**config.mk**
```make
export PLATFORM = sky130hd
export DESIGN_NAME = alu_share_arbiter
export DESIGN_NICKNAME = d
export VERILOG_FILES = /design/src/rtl/alu_share_arbiter.sv
export SDC_FILE = /design/constraint.sdc
export NUM_CORES = 1
export LEC_CHECK = 0
export BUFFER_PORTS_ARGS = -buffer_cell sky130_fd_sc_hd__buf_4
export CAP_MARGIN = 20
export CORE_AREA = 8 8 195 197
export DETAILED_ROUTE_END_ITERATION = 8
export DIE_AREA = 0 0 203 205
export GPL_TIMING_DRIVEN = 0
export PLACE_DENSITY = 0.51
export SYNTH_ARGS = -nofsm -noshare
export SYNTH_HDL_FRONTEND = slang
export SYNTH_SLANG_ARGS = --single-unit
```
**constraint.sdc**
```tcl
create_clock -name CLK -period 6.97 [get_ports CLK]
set_clock_uncertainty 0.2 [all_clocks]
set_input_delay 0.3485 -clock CLK [delete_from_list [all_inputs] [get_ports CLK]]
set_output_delay 0.3485 -clock CLK [all_outputs]
set_load 0.01 [all_outputs]
```
**src/rtl/alu_share_arbiter.sv**
```systemverilog
// alu_share_arbiter: shares one combinational ALU between two requesters.
// One operation is in flight at a time. IDLE arbitrates round-robin and
// latches the winner's operands, EXEC drives them into the ALU and captures
// the result, and RESP hands the result back to the owner.
module alu_share_arbiter #(
    parameter int DATA_WIDTH = 32,
    parameter int FUNC_WIDTH = 5
) (
    input  logic                  CLK,
    input  logic                  RST,
    input  logic                  R0_VALID,
    output logic                  R0_READY,
    input  logic [DATA_WIDTH-1:0] R0_PC,
    input  logic [DATA_WIDTH-1:0] R0_RS1,
    input  logic [DATA_WIDTH-1:0] R0_RS2,
    input  logic [DATA_WIDTH-1:0] R0_IMM,
    input  logic [FUNC_WIDTH-1:0] R0_CTRL,
    input  logic                  R0_MUX1,
    input  logic                  R0_MUX2,
    output logic                  R0_RSP_VALID,
    input  logic                  R0_RSP_READY,
    output logic [DATA_WIDTH-1:0] R0_RSP_DATA,
    input  logic                  R1_VALID,
    output logic                  R1_READY,
    input  logic [DATA_WIDTH-1:0] R1_PC,
    input  logic [DATA_WIDTH-1:0] R1_RS1,
    input  logic [DATA_WIDTH-1:0] R1_RS2,
    input  logic [DATA_WIDTH-1:0] R1_IMM,
    input  logic [FUNC_WIDTH-1:0] R1_CTRL,
    input  logic                  R1_MUX1,
    input  logic                  R1_MUX2,
    output logic                  R1_RSP_VALID,
    input  logic                  R1_RSP_READY,
    output logic [DATA_WIDTH-1:0] R1_RSP_DATA,
    output logic [DATA_WIDTH-1:0] ALU_PC,
    output logic [DATA_WIDTH-1:0] ALU_RS1,
    output logic [DATA_WIDTH-1:0] ALU_RS2,
    output logic [DATA_WIDTH-1:0] ALU_IMM,
    output logic [FUNC_WIDTH-1:0] ALU_CTRL,
    output logic                  ALU_MUX1,
    output logic                  ALU_MUX2,
    input  logic [DATA_WIDTH-1:0] ALU_RESULT,
    output logic                  BUSY
);

    typedef enum logic [1:0] {
        ST_IDLE = 2'd0,
        ST_EXEC = 2'd1,
        ST_RESP = 2'd2
    } state_t;

    // Requester ports gathered into arrays so the grant can index them
    logic [1:0]            req_valid;
    logic [1:0]            rsp_ready;
    logic [1:0]            req_ready;
    logic [1:0]            rsp_valid;
    logic [DATA_WIDTH-1:0] req_pc  [2];
    logic [DATA_WIDTH-1:0] req_rs1 [2];
    logic [DATA_WIDTH-1:0] req_rs2 [2];
    logic [DATA_WIDTH-1:0] req_imm [2];
    logic [FUNC_WIDTH-1:0] req_ctrl[2];
    logic [1:0]            req_mux1;
    logic [1:0]            req_mux2;

    assign req_valid = {R1_VALID, R0_VALID};
    assign rsp_ready = {R1_RSP_READY, R0_RSP_READY};
    assign req_pc[0]   = R0_PC;   assign req_pc[1]   = R1_PC;
    assign req_rs1[0]  = R0_RS1;  assign req_rs1[1]  = R1_RS1;
    assign req_rs2[0]  = R0_RS2;  assign req_rs2[1]  = R1_RS2;
    assign req_imm[0]  = R0_IMM;  assign req_imm[1]  = R1_IMM;
    assign req_ctrl[0] = R0_CTRL; assign req_ctrl[1] = R1_CTRL;
    assign req_mux1 = {R1_MUX1, R0_MUX1};
    assign req_mux2 = {R1_MUX2, R0_MUX2};

    state_t                state_q, state_d;
    logic                  last_q, last_d;
    logic                  owner_q, owner_d;
    logic [DATA_WIDTH-1:0] pc_q, pc_d, rs1_q, rs1_d, rs2_q, rs2_d, imm_q, imm_d;
    logic [FUNC_WIDTH-1:0] ctrl_q, ctrl_d;
    logic                  mux1_q, mux1_d, mux2_q, mux2_d;
    logic [DATA_WIDTH-1:0] result_q, result_d;

    // Round-robin: on a tie the requester that did not win last time goes;
    // a lone requester is granted directly.
    logic grant_any;
    logic grant_idx;
    assign grant_any = |req_valid;
    assign grant_idx = (&req_valid) ? ~last_q : req_valid[1];

    // Per-requester handshake outputs
    generate
        for (genvar gi = 0; gi < 2; gi++) begin : g_req
            assign req_ready[gi] = (state_q == ST_IDLE) && grant_any && (grant_idx == 1'(gi));
            assign rsp_valid[gi] = (state_q == ST_RESP) && (owner_q == 1'(gi));
        end
    endgenerate

    assign R0_READY     = req_ready[0];
    assign R1_READY     = req_ready[1];
    assign R0_RSP_VALID = rsp_valid[0];
    assign R1_RSP_VALID = rsp_valid[1];
    assign R0_RSP_DATA  = result_q;
    assign R1_RSP_DATA  = result_q;
    assign ALU_PC   = pc_q;
    assign ALU_RS1  = rs1_q;
    assign ALU_RS2  = rs2_q;
    assign ALU_IMM  = imm_q;
    assign ALU_CTRL = ctrl_q;
    assign ALU_MUX1 = mux1_q;
    assign ALU_MUX2 = mux2_q;
    assign BUSY     = (state_q != ST_IDLE);

    // Next-state and datapath load decisions
    always_comb begin
        state_d  = state_q;
        last_d   = last_q;
        owner_d  = owner_q;
        pc_d     = pc_q;
        rs1_d    = rs1_q;
        rs2_d    = rs2_q;
        imm_d    = imm_q;
        ctrl_d   = ctrl_q;
        mux1_d   = mux1_q;
        mux2_d   = mux2_q;
        result_d = result_q;
        case (state_q)
            ST_IDLE: begin
                if (grant_any) begin
                    pc_d    = req_pc[grant_idx];
                    rs1_d   = req_rs1[grant_idx];
                    rs2_d   = req_rs2[grant_idx];
                    imm_d   = req_imm[grant_idx];
                    ctrl_d  = req_ctrl[grant_idx];
                    mux1_d  = req_mux1[grant_idx];
                    mux2_d  = req_mux2[grant_idx];
                    owner_d = grant_idx;
                    last_d  = grant_idx;
                    state_d = ST_EXEC;
                end
            end
            ST_EXEC: begin
                result_d = ALU_RESULT;
                state_d  = ST_RESP;
            end
            ST_RESP: begin
                // Only the owner's ready releases the response
                if (rsp_ready[owner_q]) begin
                    state_d = ST_IDLE;
                end
            end
            default: state_d = ST_IDLE;
        endcase
    end

    // State and datapath registers; reset abandons any in-flight operation
    always_ff @(posedge CLK or posedge RST) begin
        if (RST) begin
            state_q  <= ST_IDLE;
            last_q   <= 1'b1;
            owner_q  <= 1'b0;
            pc_q     <= '0;
            rs1_q    <= '0;
            rs2_q    <= '0;
            imm_q    <= '0;
            ctrl_q   <= '0;
            mux1_q   <= 1'b0;
            mux2_q   <= 1'b0;
            result_q <= '0;
        end else begin
            state_q  <= state_d;
            last_q   <= last_d;
            owner_q  <= owner_d;
            pc_q     <= pc_d;
            rs1_q    <= rs1_d;
            rs2_q    <= rs2_d;
            imm_q    <= imm_d;
            ctrl_q   <= ctrl_d;
            mux1_q   <= mux1_d;
            mux2_q   <= mux2_d;
            result_q <= result_d;
        end
    end

endmodule

```
Word level (Yosys, flattened, before mapping)
Cells that the tools add are included.

Order comparisons: 3. Equality and inequality tests: 4. Multiplexer cells: 25. Bitwise operators: 4. Reduce and logical (&&, ||, !) cells: 11.

Operator list (count): $mux 32 (12); $mux 5 (3); $mux 1 (7); $pmux 2 s3 (1); $reduce_and 2->1 (3); $logic_and 1x1->1 (5); $lt 1x2->1 const B (2); $mux 2 (2); $not 1->1 (3); $eq 2x1->1 const B (1); $eq 2x2->1 const B (1); $ge 2x2->1 const B (1); $logic_not 2->1 (1); $ne 2x1->1 const B (1); $ne 2x2->1 const B (1); $not 1->2 (1); $reduce_bool 2->1 (1); $reduce_or 2->1 (1).

Register bits after elaboration: 171. Input port bits: 308. Output and inout port bits: 204. Word-level logic and storage cells: 58.

Logic depth before layout (Yosys ltp)
Word-level depth: 6. Mapped depth: 6.

Worst setup path after synthesis
No wires, ideal clock.

Path type: flip-flop to flip-flop. From: register last_q. To: register imm_q[20], in the netlist ALU_IMM[20]. Setup time: 0.126 ns. Arrival: 1.428 ns. Required time: 6.644 ns. Path slack: 5.216 ns. Stages on the path, launching flop included: 7. Path buffers: 3. Period minus slack after synthesis: 1.754 ns. Cells stage by stage: dfstp_2 -> nand2_1 -> and3_1 -> buf_2 -> buf_6 -> buf_2 -> a221o_1.

Cells in the longest elaborated chain, start to end: 6.

RTL lines: from (decl) (RTL line 76) `logic last_q, last_d;`; from (signal assigned) (RTL line 171) `last_q <= last_d;`; $not 1->1 (RTL line 88) `assign grant_idx = (&req_valid) ? ~last_q : req_valid[1];`; $mux 1 (RTL line 88); $not 1->2 (implied by the code) (RTL line 132) `imm_d = req_imm[grant_idx];`; $mux 32 (implied by the code) (3 in a row) (RTL line 132); to (signal assigned) (RTL line 176) `imm_q <= imm_d;`; to (decl) (RTL line 78) `logic [DATA_WIDTH-1:0] pc_q, pc_d, rs1_q, rs1_d, rs2_q, rs2_d, imm_q, imm_d;`.

No other way between the ends. The select of a mux whose other input is x is not followed. A chain may end at the register's enable or synchronous reset.

Final worst setup path
From: register state_q[1]. To: output port R1_READY.

Cells in the longest elaborated chain, start to end: 3.

RTL lines: from (decl) (RTL line 75) `state_t state_q, state_d;`; from (signal assigned) (RTL line 170) `state_q <= state_d;`; $logic_not 2->1 (RTL line 93) `assign req_ready[gi] = (state_q == ST_IDLE) && grant_any && (grant_idx == 1'(gi));`; $logic_and 1x1->1 (2 in a row) (RTL line 93); to (decl) (RTL line 24) `output logic R1_READY,`.

No other way between the ends.

==> run summary <==
### STA
• final-report setup violation count: 0
• Post-Route Hold Slack: 50.6 ps
• setup tns final: 0 ps
• Worst Tran Pin Value: 733 ps
• final number of hold-violating endpoints: 0
• max-slew violations: 0
• crit path setup slack, layout: 4100 ps
• Slew Limit Headroom: 51.1%
• share of the clock period used by the worst path after layout: 41.2%
• maximum operating frequency: 0.348 GHz
• setup repair after global routing missed its margin: false
• final worst path period need: 2870 ps

### Route
• highest metal used: met4
• total wirelength of the detailed-routed design: 39200 µm
• total met3 wirelength after detailed routing: 3250 µm
• met1 layer wirelength in the final routing: 15100 µm
• iteration-0 DRC count of the detailed router: 310
• met2 routed WL: 19600 µm
• TritonRoute pass-1 iters: 4
• Vias: 8671
• WL/cell: 20.7 µm
• Via density: 4.57
• number of remaining DRC errors: 0
• Post-DRT Antenna Nets: 0

### Floorplanning
• core outline area: 35000 µm²
• row cnt: 69
• Die Span Y: 205 µm
• IO Count: 512
• Starting Density: 21.8%
• total die area: 41600 µm²
• Chip Width: 203 µm

### Critical path
• endpoint class of the critical path: primary output
• CP Cell Sequence: nor2_2, and3_1, buf_2, buf_1, buf_4
• critical register-to-register path startpoint: state_q[1]
• Max Fanout on Critical Path: 10
• buffer and inverter count on the worst path: 3
• CP max stage delay: 590 ps
• critical path startpoint: state_q[1]
• WP data required: 6420 ps
• critical path's top delay family: buffers and inverters
• critical path class: flip-flop to primary output
• slowest CP cell: sky130_fd_sc_hd__buf_1
• Worst setup SP type: flip-flop
• arrival time at the worst endpoint: 2320 ps

### Global routing
• global route total overflow: 0
• All-Layer GR Usage: 18.2%
• via count of the first global-routing pass: 9799
• maximum number of pins on one net before global-route repair: 90
• number of antenna violations at the first check in global routing: 1
• first-pass GRT wire length: 59000 µm

### Cells and area
• layout overhead on the synthesized area: 107%
• final net count: 1730
• non-filler instance count after layout: 1896
• share of cells above drive strength 1: 44.4%
• Fillers: 3238

### Clocking
• master cell of the clock root buffer: sky130_fd_sc_hd__clkbuf_16
• clock sinks: 171
• TritonCTS clock tree: yes
• clock buffer depth: 2
• clock latency reported for the late side of the worst-skew pair: 440 ps
• CTS buffer count: 17
• clock-pin slew on the worst setup and hold paths: 60 ps
• maximum level of the CTS H-tree: 4
• number of post-CTS setup repair buffers: 0

### Placement
• DP HPWL: 28300 µm
• placer's final routability congestion estimate: 0.785
• Port Buffer Count: 511
• count of placed standard cells including taps: 1559
• post-placement worst setup slack: 4440 ps

### Run status
• outcome: finished clean

### Synth
• number of cells produced by synthesis: 586
• Cell variety after synth: 19
• number of flip-flops and latches in the synthesized netlist: 171
• Syn Std Cell Area: 7620 µm²
• post-synthesis area per instance: 13.0 µm²
• number of warning messages in the yosys log: 0
• Post-Syn Nets: 894
• fraction of the yosys area taken by sequential cells: 56.2%

### Worst hold path
• Hold WC Path Type: input port to flip-flop
• hold path startpoint: R0_VALID

### Power and ir drop
• total power divided by cell area: 431 nW/µm²
• worst voltage drop across the vdd grid: 0.257 mV
• leakage: 7.52 nW

### Flow run
• MaxCap Viol Count: 0

-- routing by layer --
metal	up-vias	global-route usage (%)
li1	3954	-
met1	4267	20.2
met2	390	31.5
met3	60	6.02
met4	0	7.82
met5	-	0
-- synth_stat cells (all sizes together) --
cell type / instances / share of area [%]
nand3: 1 / 0.066
clkbuf: 26 / 1.3
dfrtp: 170 / 56
nor2: 5 / 0.31
inv: 4 / 0.20
o21a: 137 / 14
o21ai: 1 / 0.066
dfstp: 1 / 0.35
mux2: 33 / 4.9
buf: 68 / 5.4
a221o: 135 / 18
nand2: 1 / 0.049
and3: 1 / 0.082
nand2b: 3 / 0.25
-- stage by stage --
| stage | area, µm² | utilization, % | total power [mW] |
|---|---|---|---|
| after floorplan | 7620 | - | 3.39 |
| final | 15700 | 45.0 | 6.77 |
| after global routing | 15700 | 45.0 | 7.18 |
| after detailed placement | 12100 | 34.5 | 4.99 |
| after global placement | 12000 | 34.4 | 4.97 |
| after CTS | 15700 | 45.0 | 6.80 |
-- cell usage in the layout, fill, tap and decap left out, drive strengths merged --
master and n:
diode 1, o21ai 1, nand2b 3, and3 1
o21a 137, mux2 33, dfrtp 170, a221o 135
nor2 5, clkbuf 46, dlygate4sd3 305, clkinvlp 1
clkinv 7, dfstp 1, buf 580, nand3 1
nand2 1, inv 4, bufinv 3
-- path summary, 6_finish.rpt --
kind	end	slack, ps	cells after the start
worst max-delay path	R1_READY	4100	5
worst min-delay path	last_q	50	3
worst max register to register	ALU_IMM[19]	4240	6
worst min register to register	R0_RSP_DATA[21]	340	1
max in group asynchronous	last_q	5310	4
min in group asynchronous	ALU_IMM[3]	330	3
-- power by group --
group / leakage (nW) / switching (mW) / total [mW] / internal (mW)
Clock: 0.302 / 0.419 / 1.01 / 0.590
Sequential: 2.09 / 0.335 / 1.83 / 1.49
Combinational: 5.13 / 1.58 / 3.94 / 2.36
Total: 7.52 / 2.34 / 6.77 / 4.44
-- worst reg2reg max path, delay by kind of cell (launching register included) --
kind	cells	cell delay, ps
buffers and inverters	3	1470
AND/OR/NAND/NOR	2	340
flip-flops	1	390
AO/OA/AOI/OAI	1	270
-- cell families (layout without fill, tap and decap cells) --
logic type             Yosys count  count (layout)  share of synthesized area [%]
other                            0               1                              0
AO/OA/AOI/OAI                  273             273                           31.3
buffers and inverters           98             946                           6.87
multiplexers                    33              33                           4.88
AND/OR/NAND/NOR                 11              11                          0.756
flip-flops                     171             171                           56.2
-- flip-flops by register name (all words and copies together), names as in the netlist --
register     flops
R0_RSP_DATA     32
state_q          2
ALU_IMM         32
ALU_PC          32
ALU_MUX1         1
ALU_MUX2         1
last_q           1
ALU_CTRL         5
owner_q          1
ALU_RS2         32
ALU_RS1         32
-- timing repair --
| action | in CTS | in global routing |
|---|---|---|
| endpoints found under the hold margin | 250 | 0 |
| hold buffers | 305 | 0 |
| gates resized for setup | 0 | 0 |
-- area by class of cell --
cell class | count | area [µm²] | share of cell area [%]
Clock inverter | 11 | 144 | 0.915
Inverter | 4 | 22.5 | 0.143
Timing Repair Buffer | 817 | 6920 | 44.0
Tap cell | 461 | 577 | 3.67
Sequential cell | 171 | 4280 | 27.2
Clock buffer | 20 | 467 | 2.97
Multi-Input combinational cell | 317 | 2810 | 17.9
Buffer | 94 | 508 | 3.23
Antenna cell | 1 | 2.50 | 0.0159
(Power assumes the default switching activity.)
